[config.mk]
export PLATFORM = sky130hd
export DESIGN_NAME = cache_axi_read_arbiter
export DESIGN_NICKNAME = d
export VERILOG_FILES = /design/src/rtl/cache_axi_read_arbiter.sv
export SDC_FILE = /design/constraint.sdc
export NUM_CORES = 1
export LEC_CHECK = 0
export BUFFER_PORTS_ARGS = -buffer_cell sky130_fd_sc_hd__buf_2
export CAP_MARGIN = 15
export CORE_AREA = 2 2 93 95
export DETAILED_ROUTE_END_ITERATION = 6
export DIE_AREA = 0 0 95 97
export PLACE_DENSITY = 0.77
export SETUP_SLACK_MARGIN = 0.2
export SYNTH_ARGS = -nofsm -noshare
export SYNTH_HDL_FRONTEND = slang
export SYNTH_SLANG_ARGS = --single-unit
[constraint.sdc]
create_clock -name clk -period 6.3 [get_ports clk]
set_clock_uncertainty 0.1 [all_clocks]
set_input_delay 1.89 -clock clk [delete_from_list [all_inputs] [get_ports clk]]
set_output_delay 1.89 -clock clk [all_outputs]
set_load 0.005 [all_outputs]
[src/rtl/cache_axi_read_arbiter.sv]
// Shares one AXI4 read channel between the I$ and D$ refill engines.
// One burst at a time: arbitrate in IDLE, issue AR in ADDR, stream R beats in DATA.
module cache_axi_read_arbiter #(
  parameter int unsigned BURST_LEN = 16,
  parameter logic [2:0]  BEAT_SIZE = 3'd2,
  parameter logic [3:0]  INST_ID   = 4'd0,
  parameter logic [3:0]  DATA_ID   = 4'd1
) (
  input  logic        clk,
  input  logic        rst,
  input  logic        inst_read_req,
  input  logic [31:0] inst_addr,
  output logic        inst_addr_ok,
  output logic [31:0] inst_read_data,
  output logic        inst_valid,
  output logic        inst_last,
  input  logic        data_read_req,
  input  logic [31:0] data_addr,
  output logic        data_addr_ok,
  output logic [31:0] data_read_data,
  output logic        data_valid,
  output logic        data_last,
  output logic [3:0]  arid,
  output logic [31:0] araddr,
  output logic [7:0]  arlen,
  output logic [2:0]  arsize,
  output logic [1:0]  arburst,
  output logic [1:0]  arlock,
  output logic [3:0]  arcache,
  output logic [2:0]  arprot,
  output logic        arvalid,
  input  logic        arready,
  input  logic [3:0]  rid,
  input  logic [31:0] rdata,
  input  logic [1:0]  rresp,
  input  logic        rlast,
  input  logic        rvalid,
  output logic        rready,
  output logic        bus_err
);

  localparam logic [7:0] LAST_BEAT = 8'(BURST_LEN - 1);

  typedef enum logic [1:0] {
    IDLE = 2'd0,
    ADDR = 2'd1,
    DATA = 2'd2
  } state_t;

  state_t      state_reg, state_next;
  logic        grant_reg, grant_next;           // 0 = I$, 1 = D$
  logic        last_grant_reg, last_grant_next;
  logic [31:0] araddr_reg, araddr_next;
  logic [7:0]  beat_cnt_reg, beat_cnt_next;
  logic        bus_err_reg, bus_err_next;

  // Gating with rst makes arvalid/rready and the cache strobes drop in the reset cycle itself.
  logic in_addr;
  logic in_data;
  assign in_addr = (state_reg == ADDR) && !rst;
  assign in_data = (state_reg == DATA) && !rst;

  // Requester-indexed views: index 0 is the I$, index 1 is the D$.
  logic [1:0]  req;
  logic [1:0]  addr_ok_v;
  logic [1:0]  valid_v;
  logic [1:0]  last_v;
  logic [31:0] rdata_v [2];

  assign req = {data_read_req, inst_read_req};

  generate
    for (genvar gi = 0; gi < 2; gi++) begin : g_port
      logic sel;
      assign sel           = (grant_reg == 1'(gi));
      assign addr_ok_v[gi] = in_addr && arready && sel;
      assign valid_v[gi]   = in_data && sel && rvalid;
      assign last_v[gi]    = in_data && sel && rlast;
      assign rdata_v[gi]   = (in_data && sel) ? rdata : 32'd0;
    end
  endgenerate

  assign inst_addr_ok   = addr_ok_v[0];
  assign inst_valid     = valid_v[0];
  assign inst_last      = last_v[0];
  assign inst_read_data = rdata_v[0];
  assign data_addr_ok   = addr_ok_v[1];
  assign data_valid     = valid_v[1];
  assign data_last      = last_v[1];
  assign data_read_data = rdata_v[1];

  assign arvalid = in_addr;
  assign araddr  = in_addr ? araddr_reg : 32'd0;
  assign arid    = in_addr ? (grant_reg ? DATA_ID : INST_ID) : 4'd0;
  assign arlen   = LAST_BEAT;
  assign arsize  = BEAT_SIZE;
  assign arburst = 2'b01;
  assign arlock  = 2'b00;
  assign arcache = 4'd0;
  assign arprot  = 3'd0;
  assign rready  = in_data;
  assign bus_err = bus_err_reg;

  // rid is redundant with a single outstanding burst.
  logic unused_rid;
  assign unused_rid = ^rid;

  always_comb begin
    state_next      = state_reg;
    grant_next      = grant_reg;
    last_grant_next = last_grant_reg;
    araddr_next     = araddr_reg;
    beat_cnt_next   = beat_cnt_reg;
    bus_err_next    = bus_err_reg;
    case (state_reg)
      IDLE: begin
        if (|req) begin
          // On a tie the requester not served last time wins.
          if (&req) grant_next = ~last_grant_reg;
          else      grant_next = req[1];
          araddr_next = grant_next ? data_addr : inst_addr;
          state_next  = ADDR;
        end
      end
      ADDR: begin
        if (arready) begin
          last_grant_next = grant_reg;
          beat_cnt_next   = 8'd0;
          state_next      = DATA;
        end
      end
      DATA: begin
        if (rvalid) begin
          beat_cnt_next = beat_cnt_reg + 8'd1;
          if ((rresp != 2'b00) ||
              (rlast && (beat_cnt_reg != LAST_BEAT)) ||
              (!rlast && (beat_cnt_reg == LAST_BEAT)))
            bus_err_next = 1'b1;
          if (rlast) state_next = IDLE;
        end
      end
      default: state_next = IDLE;
    endcase
  end

  always_ff @(posedge clk) begin
    if (rst) begin
      state_reg      <= IDLE;
      grant_reg      <= 1'b0;
      last_grant_reg <= 1'b1;
      araddr_reg     <= 32'd0;
      beat_cnt_reg   <= 8'd0;
      bus_err_reg    <= 1'b0;
    end else begin
      state_reg      <= state_next;
      grant_reg      <= grant_next;
      last_grant_reg <= last_grant_next;
      araddr_reg     <= araddr_next;
      beat_cnt_reg   <= beat_cnt_next;
      bus_err_reg    <= bus_err_next;
    end
  end

endmodule

==> results of run 1 <==
-- metal layers --
metal	vias up	global-route usage	share of wire
met5	-	0	0
li1	1706	-	-
met1	1601	0.223	0.37
met2	173	0.408	0.54
met4	0	0.0513	0.0063
met3	6	0.0335	0.074
-- power groups by stage --
stage,combinational (mW),clock (mW),sequential (mW)
floorplan,0.120,0,0.327
CTS,0.172,0.206,0.327
detailed placement,0.172,0,0.333
global placement,0.168,0,0.332
finish,0.171,0.198,0.327
global route,0.191,0.218,0.331
-- final cells by class --
class	count	share of cell area
flip-flops and latches	45	0.217
clock buffers	7	0.0232
repair buffers	220	0.271
clock inverters	1	0.00120
inverters	3	0.00271
diodes	2	0.00120
well taps	105	0.0316
multi-input cells	319	0.453
-- how the worst max path moves through the flow --
stage | startpoint | end | slack, ps
floorplan | rst | araddr[10] | 1490
global placement | rst | data_read_data[5] | 1320
global route | rst | data_read_data[18] | 1190
finish | rst | data_read_data[18] | 1330
detailed placement | rst | data_read_data[5] | 1330
CTS | rst | data_read_data[5] | 1310
-- through the flow --
stage	instances	power [mW]	utilization
finish	702	0.696	0.511
CTS	700	0.705	0.511
global placement	692	0.500	0.498
detailed placement	692	0.505	0.498
floorplan	428	0.447	-
global route	702	0.741	0.511
-- cells in the mapped netlist, drive strengths merged --
cell / number / area share
nand3: 10 / 0.016
o21ai: 2 / 0.0033
and4bb: 1 / 0.0041
inv: 3 / 0.0037
xnor2: 1 / 0.0029
a311oi: 32 / 0.094
or3: 1 / 0.0020
a21boi: 1 / 0.0037
nand2b: 2 / 0.0065
o2111ai: 1 / 0.0029
nand4: 1 / 0.0020
and3: 1 / 0.0020
or4: 1 / 0.0025
nand4b: 2 / 0.0057
a21bo: 2 / 0.0065
nor3: 3 / 0.0049
a2111oi: 1 / 0.0029
conb: 2 / 0.0025
clkbuf: 24 / 0.030
nor3b: 1 / 0.0025
nand2: 66 / 0.081
a21o: 3 / 0.0073
a21oi: 36 / 0.059
ha: 1 / 0.0041
nand3b: 6 / 0.015
or2: 1 / 0.0020
a211oi: 3 / 0.0073
nor2: 6 / 0.0082
and2: 102 / 0.21
buf: 37 / 0.089
dfxtp: 45 / 0.29
mux2i: 5 / 0.016
a31oi: 2 / 0.0041
-- worst register-to-register path, cell delays in order (launching register included) --
cell,delay (ps)
dfxtp_1,420
nor2_2,160
and2_1,480
buf_4,360
a311oi_1,150
-- cell families (layout without fill, tap and decap cells) --
logic type | count (synthesis) | count (layout)
and+or+nand+nor | 204 | 204
AOI/OAI and AO/OA | 83 | 83
buffers and inverters | 64 | 231
DFF | 45 | 45
muxes | 5 | 5
other | 2 | 27
adders and majority gates | 1 | 1
xor gates and xnor gates | 1 | 1
==> reports/metrics.yaml, run 1 <==
yosys:
  synth_top_family_by_area: "simple AND/OR/NAND/NOR gates"
  avgSynthCellArea_um2: 7.57
  syn_area_um2: 3060
  synthAdderAreaFrac: 0.00408
  syn_inst: 405
  ys_warn_count: 0
  yosys.area_share.xor_xnor: 0.00286
  synth.distinct_cells: 40
  synth-compound-area-share: 0.190
  synth-simple-area-share: 0.367
  ys_seq_area_frac: 0.294
  muxShareOfSynthArea: 0.0163
  synth_seq_cells: 45
floorplanning:
  ios: 240
  die_w_um: 95
  die_y_um: 97
  core-area_um2: 8130
  start_util: 0.377
  rows: 33
  dieArea_um2: 9220
detailed_routing:
  wl_per_cell_um: 14.6
  drtAntennaViolNets: 0
  drc: 0
  first_iter_violations: 130
  wl_um: 10300
  viasPerCell: 4.97
  first_pass_iters: 4
  vias: 3486
pwr:
  p_comb_frac: 0.246
  p_sw_frac: 0.301
  p_switching_uw: 210
  pwr-share-clk: 0.284
  ir_drop_v: 0.0000819
  p_seq_frac: 0.469
  p_leak_nw: 2.22
  internal_power_uw: 487
  pwr_density_cell_nw_per_um2: 167
sta:
  setup_tns_ps: 0
  worst_slack_ps: 1330
  holdWs_ps: 401
  rsz0062_at_grt: "false"
  max_freq_mhz: 201
  setup_viol: 0
  tightest_slew_ps: 704
  max-slew-margin-rel: 0.530
  drv_slew: 0
  hold_violations: 0
  fin_crit_sh: 0.789
  period_minus_slack_ps: 4970
cts:
  cts_resized: 0
  clk_pin_slew_ps: 90
  cts_max_level: 2
  cts_tree: "yes"
  cts-hold-fix-buffers: 0
  clock_path_buffers: 2
  numCtsBuffers: 5
  ctsRootBufferMaster: "clkbuf_8"
  clk_latency_ps: 290
  numClockSinks: 45
  cts_setup_buffers: 0
setup_path:
  crit_fanout: 34
  cp_top_family: "buffers and inverters"
  cpPeakStageDelay_ps: 340
  start_kind: "input port"
  path_cells: "buf_2 > nand2b_1 > nor2_1 > buf_4 > and2_1 > buf_2"
  criticalPathCategory: "input port to output pin"
  crit_cells: 6
  rr_endpoint: "araddr_reg[22]$_SDFFE_PP0P_"
  crit_arrival_ps: 2980
  path_buf_inv: 3
  crit_path_top_delay_cell: "buf_2"
  r2r-start: "state_reg[1]$_SDFFE_PP0P_"
  cp-end-kind: "output pin"
  cpMostUsedCell: "buf_2"
  r2r_slack_ps: 4500
  required_ps: 4310
  r2r_cells: 4
finish:
  mostFrequentLayoutCell: "buf_2"
  nFillCells: 811
  final_area_um2: 4160
  areaGrowthSynthToFinish_pct: 35.8
  regArea_um2: 901
  drive_gt1_frac: 0.418
  largest_register_ffs: 32
  multi_input_area_um2: 1880
  final_nets: 704
  final_cell_mix: "210 x buf_2, 90 x and2_1, 66 x nand2_1"
hold_path:
  hold_path.startpoint: "beat_cnt_reg[1]$_SDFFE_PP0P_"
  holdPathStages: 2
  min_path_type: "flip-flop to flip-flop"
  whs_endpoint: "beat_cnt_reg[1]$_SDFFE_PP0P_"
placement:
  numPortBuffers: 210
  hpwl_um: 7740
  place_ws_ps: 1330
  dpl-instance-area_um2: 4050
  gp_congestion: 0.759
outcome:
  status: "finished, final reports clean"
run:
  drv_cap: 0
global_routing:
  overflow: 0
  grt_max_degree: 37
  grt_usage: 0.208
  grt_first_pass_wirelength_um: 15200
  grt_pass1_vias: 3087
  antenna_found_initial: 2
No activity file was read; power rests on OpenSTA's default activity.
==> inputs of run 2 (changes only) <==
Settings changed: CORE_AREA 2 2 93 95 to 2 2 94 96, DIE_AREA 0 0 95 97 to 0 0 96 98, PLACE_DENSITY 0.77 to 0.75.
Clock period 6.3 ns to 4.9 ns, I/O delays scaled along.
==> run 2 against run 1 <==
Net effect:
- global-route usage shrank 1.2 points
- sequential share of layout area is essentially flat
- register-to-register slack lost 1700 ps
- critical endpoint is now data_read_data[16]
- first-iteration DRC count grew 65%
- power grew 28%
- count of clock-buffer cells in the layout is the same
- critical path depth is the same
==> reports/metrics.yaml, run 2 (synthesis results as in run 1) <==
global_routing:
  grt_pass1_vias: 3035
  grt_max_degree: 41
  overflow: 0
  grt_usage: 0.195
  antenna_found_initial: 1
  grt_first_pass_wirelength_um: 14800
sta:
  rsz0062_at_grt: "false"
  max_freq_mhz: 251
  setup_tns_ps: 0
  hold_violations: 0
  period_minus_slack_ps: 3980
  drv_slew: 0
  setup_viol: 0
  tightest_slew_ps: 643
  max-slew-margin-rel: 0.569
  fin_crit_sh: 0.812
detailed_routing:
  first_iter_violations: 214
  drc: 0
  viasPerCell: 4.82
  wl_um: 9560
  wl_per_cell_um: 13.6
  drtAntennaViolNets: 0
  first_pass_iters: 4
  vias: 3396
setup_path:
  r2r-start: "state_reg[1]$_SDFFE_PP0P_"
  crit_arrival_ps: 2410
  cpMostUsedCell: "buf_2"
  crit_path_top_delay_cell: "buf_4"
  cp-end-kind: "output pin"
  cpPeakStageDelay_ps: 260
  path_cells: "buf_2 > nand2b_1 > nor2_1 > buf_4 > and2_1 > buf_2"
  criticalPathCategory: "input port to output pin"
  crit_fanout: 34
  start_kind: "input port"
  required_ps: 3330
  crit_start: "rst"
placement:
  gp_congestion: 0.824
  numPortBuffers: 210
  hpwl_um: 7430
cts:
  cts_max_level: 2
  ctsRootBufferMaster: "clkbuf_8"
  cts_tree: "yes"
  clk_latency_ps: 290
  clock_path_buffers: 2
  cts_resized: 0
  cts_setup_buffers: 0
  cts-hold-fix-buffers: 0
  clk_pin_slew_ps: 90
  numClockSinks: 45
  numCtsBuffers: 5
floorplanning:
  ios: 240
  die_w_um: 96
  rows: 34
  core-area_um2: 8470
  die_y_um: 98
  start_util: 0.362
  dieArea_um2: 9410
finish:
  areaGrowthSynthToFinish_pct: 35.8
  mostFrequentLayoutCell: "buf_2"
  largest_register_ffs: 32
  drive_gt1_frac: 0.418
  final_nets: 704
  final_cell_mix: "210 x buf_2, 90 x and2_1, 66 x nand2_1"
  fin_util: 0.492
hold_path:
  hold_path.startpoint: "beat_cnt_reg[7]$_SDFFE_PP0P_"
  min_path_type: "flip-flop to flip-flop"
pwr:
  pwr-share-clk: 0.285
  p_switching_uw: 265
  internal_power_uw: 626
  p_sw_frac: 0.297
  ir_drop_v: 0.000113
  p_comb_frac: 0.242
  p_leak_nw: 2.22
  pwr_density_cell_nw_per_um2: 214
  p_seq_frac: 0.473
run:
  drv_cap: 0
outcome:
  status: "finished, final reports clean"
## run 2: changes by cell type in the layout (fill, tap and decap cells not counted), sizes merged
| cell | change |
|---|---|
| diode | -1 |
## run 2: per-layer routing
metal | vias to the layer above | GRT usage | routed length [µm]
met5 | - | 0 | 0
met1 | 1529 | 0.220 | 3740
met3 | 11 | 0.0355 | 785
met4 | 0 | 0.0615 | 150
met2 | 156 | 0.361 | 4890
li1 | 1700 | - | -
## run 2: final cells by class
cell class / instances / area (µm²)
diodes: 1 / 2.50
clock buffers: 7 / 96.3
clock inverters: 1 / 5.00
fillers: 863 / 4300
inverters: 3 / 11.3
multi-input cells: 319 / 1880
flip-flops and latches: 45 / 901
well taps: 108 / 135
repair buffers: 220 / 1130
## run 2: path summary, 6_finish.rpt
kind                                   to  slack [ps]  cells past startpoint
max reg2reg   araddr_reg[17]$_SDFFE_PP0P_        2770                      5
min reg2reg  beat_cnt_reg[7]$_SDFFE_PP0P_         390                      2
min          beat_cnt_reg[7]$_SDFFE_PP0P_         390                      2
max                    data_read_data[16]         920                      6
## run 2: critical path: cells and delay by family
family	cells	cell delay [ps]
buffers and inverters	3	520
AND/OR/NAND/NOR	3	420
## run 2: stage by stage
step                      hold slack [ps]  cell area, µm²  std cells  power [mW]  setup slack (ps)
after floorplan                       351            3150        428       0.574               934
after global placement                368            4060        695       0.640               913
after detailed placement              380            4060        695       0.646               910
after CTS                             394            4160        703       0.902               903
after global routing                  421            4160        704       0.947               830
final                                 389            4160        704       0.890               920
## run 2: power groups by stage
stage	clock network, mW	logic, mW	registers, mW
floorplan	0	0.154	0.420
global placement	0	0.212	0.427
detailed placement	0	0.217	0.429
CTS	0.264	0.217	0.421
global route	0.278	0.242	0.426
finish	0.254	0.216	0.421
==> inputs of run 3 (changes only) <==
Settings changed: ABC_AREA from default to 1, CORE_AREA 2 2 94 96 to default, CORE_ASPECT_RATIO from default to 1.5, CORE_MARGIN from default to 2, CORE_UTILIZATION from default to 36, DIE_AREA 0 0 96 98 to default, PLACE_DENSITY 0.75 to 0.78.
Clock period 4.9 ns to 3.6 ns, I/O delays scaled along.
==> run 3 against run 2 <==
Net effect:
- combinational power grew 38%
- setup slack lost 600 ps
- core utilization grew 2.5 points
- die area shrank 3.3%
- first-iteration DRC count shrank 71%
- highest routed layer unchanged
- count of clock-buffer cells in the layout shrank 2
- power grew 56%
- critical path type unchanged
- cell area is essentially flat
- register-to-register slack lost 850 ps
- sequential cell count is the same
- sequential power grew 35%
- via count grew 5.3%
==> reports/metrics.yaml, run 3 <==
yosys:
  synth_seq_cells: 45
  avgSynthCellArea_um2: 5.86
  ys_warn_count: 0
  syn_area_um2: 3000
  ys_seq_area_frac: 0.300
  async_reset_ff_frac: 0
  synth_area_leader_cell: "dfxtp_1"
  synth_area_leaders: "dfxtp_1 30%, inv_1 15%, nor2_1 15%"
  yosysMostFrequentCell: "inv_1"
  synth.distinct_cells: 23
  netlist_top_cells_count: "119 x inv_1, 117 x nor2_1, 60 x o21ai_0"
  ys.flop_type: "dfxtp_1"
  synth_top_area_share: 0.300
  synth-edff-count: 0
  syn_inst: 512
global_routing:
  grt_max_degree: 35
  antenna_found_initial: 2
  grt_pass1_vias: 3054
  overflow: 0
  grt_usage: 0.195
  grt_first_pass_wirelength_um: 14200
floorplanning:
  die_w_um: 78.6
  die_y_um: 116
  ios: 240
  start_util: 0.373
  rows: 40
  core-area_um2: 8060
  dieArea_um2: 9100
outcome:
  status: "finished, final reports clean"
detailed_routing:
  wl_per_cell_um: 11.1
  vias: 3577
  first_iter_violations: 61
  viasPerCell: 4.38
  drc: 0
  wl_um: 9090
  drtAntennaViolNets: 0
  first_pass_iters: 4
hold_path:
  min_path_type: "flip-flop to flip-flop"
  hold_path.startpoint: "bus_err$_SDFFE_PP0P_"
pwr:
  internal_power_uw: 992
  p_switching_uw: 398
  p_seq_frac: 0.408
  pwr_density_cell_nw_per_um2: 334
  total_power_mw: 1.39
  pwr-share-clk: 0.378
  p_sw_frac: 0.287
  p_leak_nw: 2.55
  ir_drop_v: 0.000417
  p_comb_frac: 0.215
cts:
  clk_pin_slew_ps: 60
  clk_latency_ps: 290
  clock_path_buffers: 2
  ctsRootBufferMaster: "clkbuf_16"
  cts_tree: "yes"
  cts_setup_buffers: 0
  cts_resized: 0
  numClockSinks: 45
  cts_max_level: 2
  numCtsBuffers: 5
  cts-hold-fix-buffers: 0
finish:
  areaGrowthSynthToFinish_pct: 38.8
  mostFrequentLayoutCell: "buf_2"
  final_cell_mix: "210 x buf_2, 119 x inv_1, 117 x nor2_1"
  largest_register_ffs: 32
  fin_util: 0.517
  final_nets: 818
  drive_gt1_frac: 0.326
  fin_cells: 816
run:
  drv_cap: 0
sta:
  setup_tns_ps: 0
  max_freq_mhz: 305
  hold_violations: 0
  tightest_slew_ps: 831
  drv_slew: 0
  setup_viol: 0
  holdWs_ps: 347
  period_minus_slack_ps: 3280
  fin_crit_sh: 0.910
  max-slew-margin-rel: 0.445
  rsz0062_at_grt: "false"
placement:
  hpwl_um: 7130
  dp.cells: 806
  gp_congestion: 0.828
  numPortBuffers: 210
setup_path:
  crit_arrival_ps: 2100
  r2r_slack_ps: 1920
  r2r-start: "state_reg[1]$_SDFFE_PP0P_"
  start_kind: "input port"
  required_ps: 2420
  cp-end-kind: "output pin"
  crit_fanout: 34
  criticalPathCategory: "input port to output pin"
  crit_start: "rst"
[run 3: logic make-up after synthesis]
| group | Yosys count | share of synthesized area |
|---|---|---|
| DFF | 45 | 0.300 |
| other | 2 | 0.00250 |
| and+or+nand+nor | 181 | 0.242 |
| adders and majority gates | 1 | 0.00417 |
| AOI/OAI and AO/OA | 114 | 0.192 |
| buffers and inverters | 169 | 0.259 |
[run 3: cell type report]
class	count	area [µm²]
flip-flops and latches	45	901
fillers	840	3890
clock inverters	3	46.3
clock buffers	5	125
inverters	119	447
well taps	105	131
diodes	2	5.00
repair buffers	216	1100
multi-input cells	321	1410
[run 3: final timing paths]
kind | endpoint | cells after the start
worst max-delay path | data_read_data[23] | 5
worst min-delay path | bus_err$_SDFFE_PP0P_ | 2
worst max register to register | araddr_reg[26]$_SDFFE_PP0P_ | 6
worst min register to register | bus_err$_SDFFE_PP0P_ | 2
[run 3: worst max-delay path, cell delays in order]
cell     delay (ps)
buf_2           160
nor2_4          150
nand2_2         360
nor2_1          200
buf_2           140
[run 3: power groups by stage]
| stage | Clock [mW] | Combinational (mW) | Sequential [mW] |
|---|---|---|---|
| finish | 0.525 | 0.298 | 0.567 |
| global route | 0.555 | 0.347 | 0.574 |
| CTS | 0.536 | 0.300 | 0.566 |
| detailed placement | 0 | 0.299 | 0.578 |
| global placement | 0 | 0.293 | 0.576 |
| floorplan | 0 | 0.208 | 0.572 |
[run 3: per-stage QoR]
stage	setup slack [ps]	cell area [µm²]
after floorplan	670	3090
after CTS	289	4160
after global routing	212	4160
after detailed placement	295	3980
after global placement	304	3980
final	323	4170
[run 3: routing by layer]
metal / share of wire / up-vias / global-route usage
met5: 0 / - / 0
met4: 0.023 / 0 / 0.0749
met3: 0.099 / 16 / 0.0530
met2: 0.51 / 174 / 0.369
met1: 0.37 / 1517 / 0.201
li1: - / 1870 / -
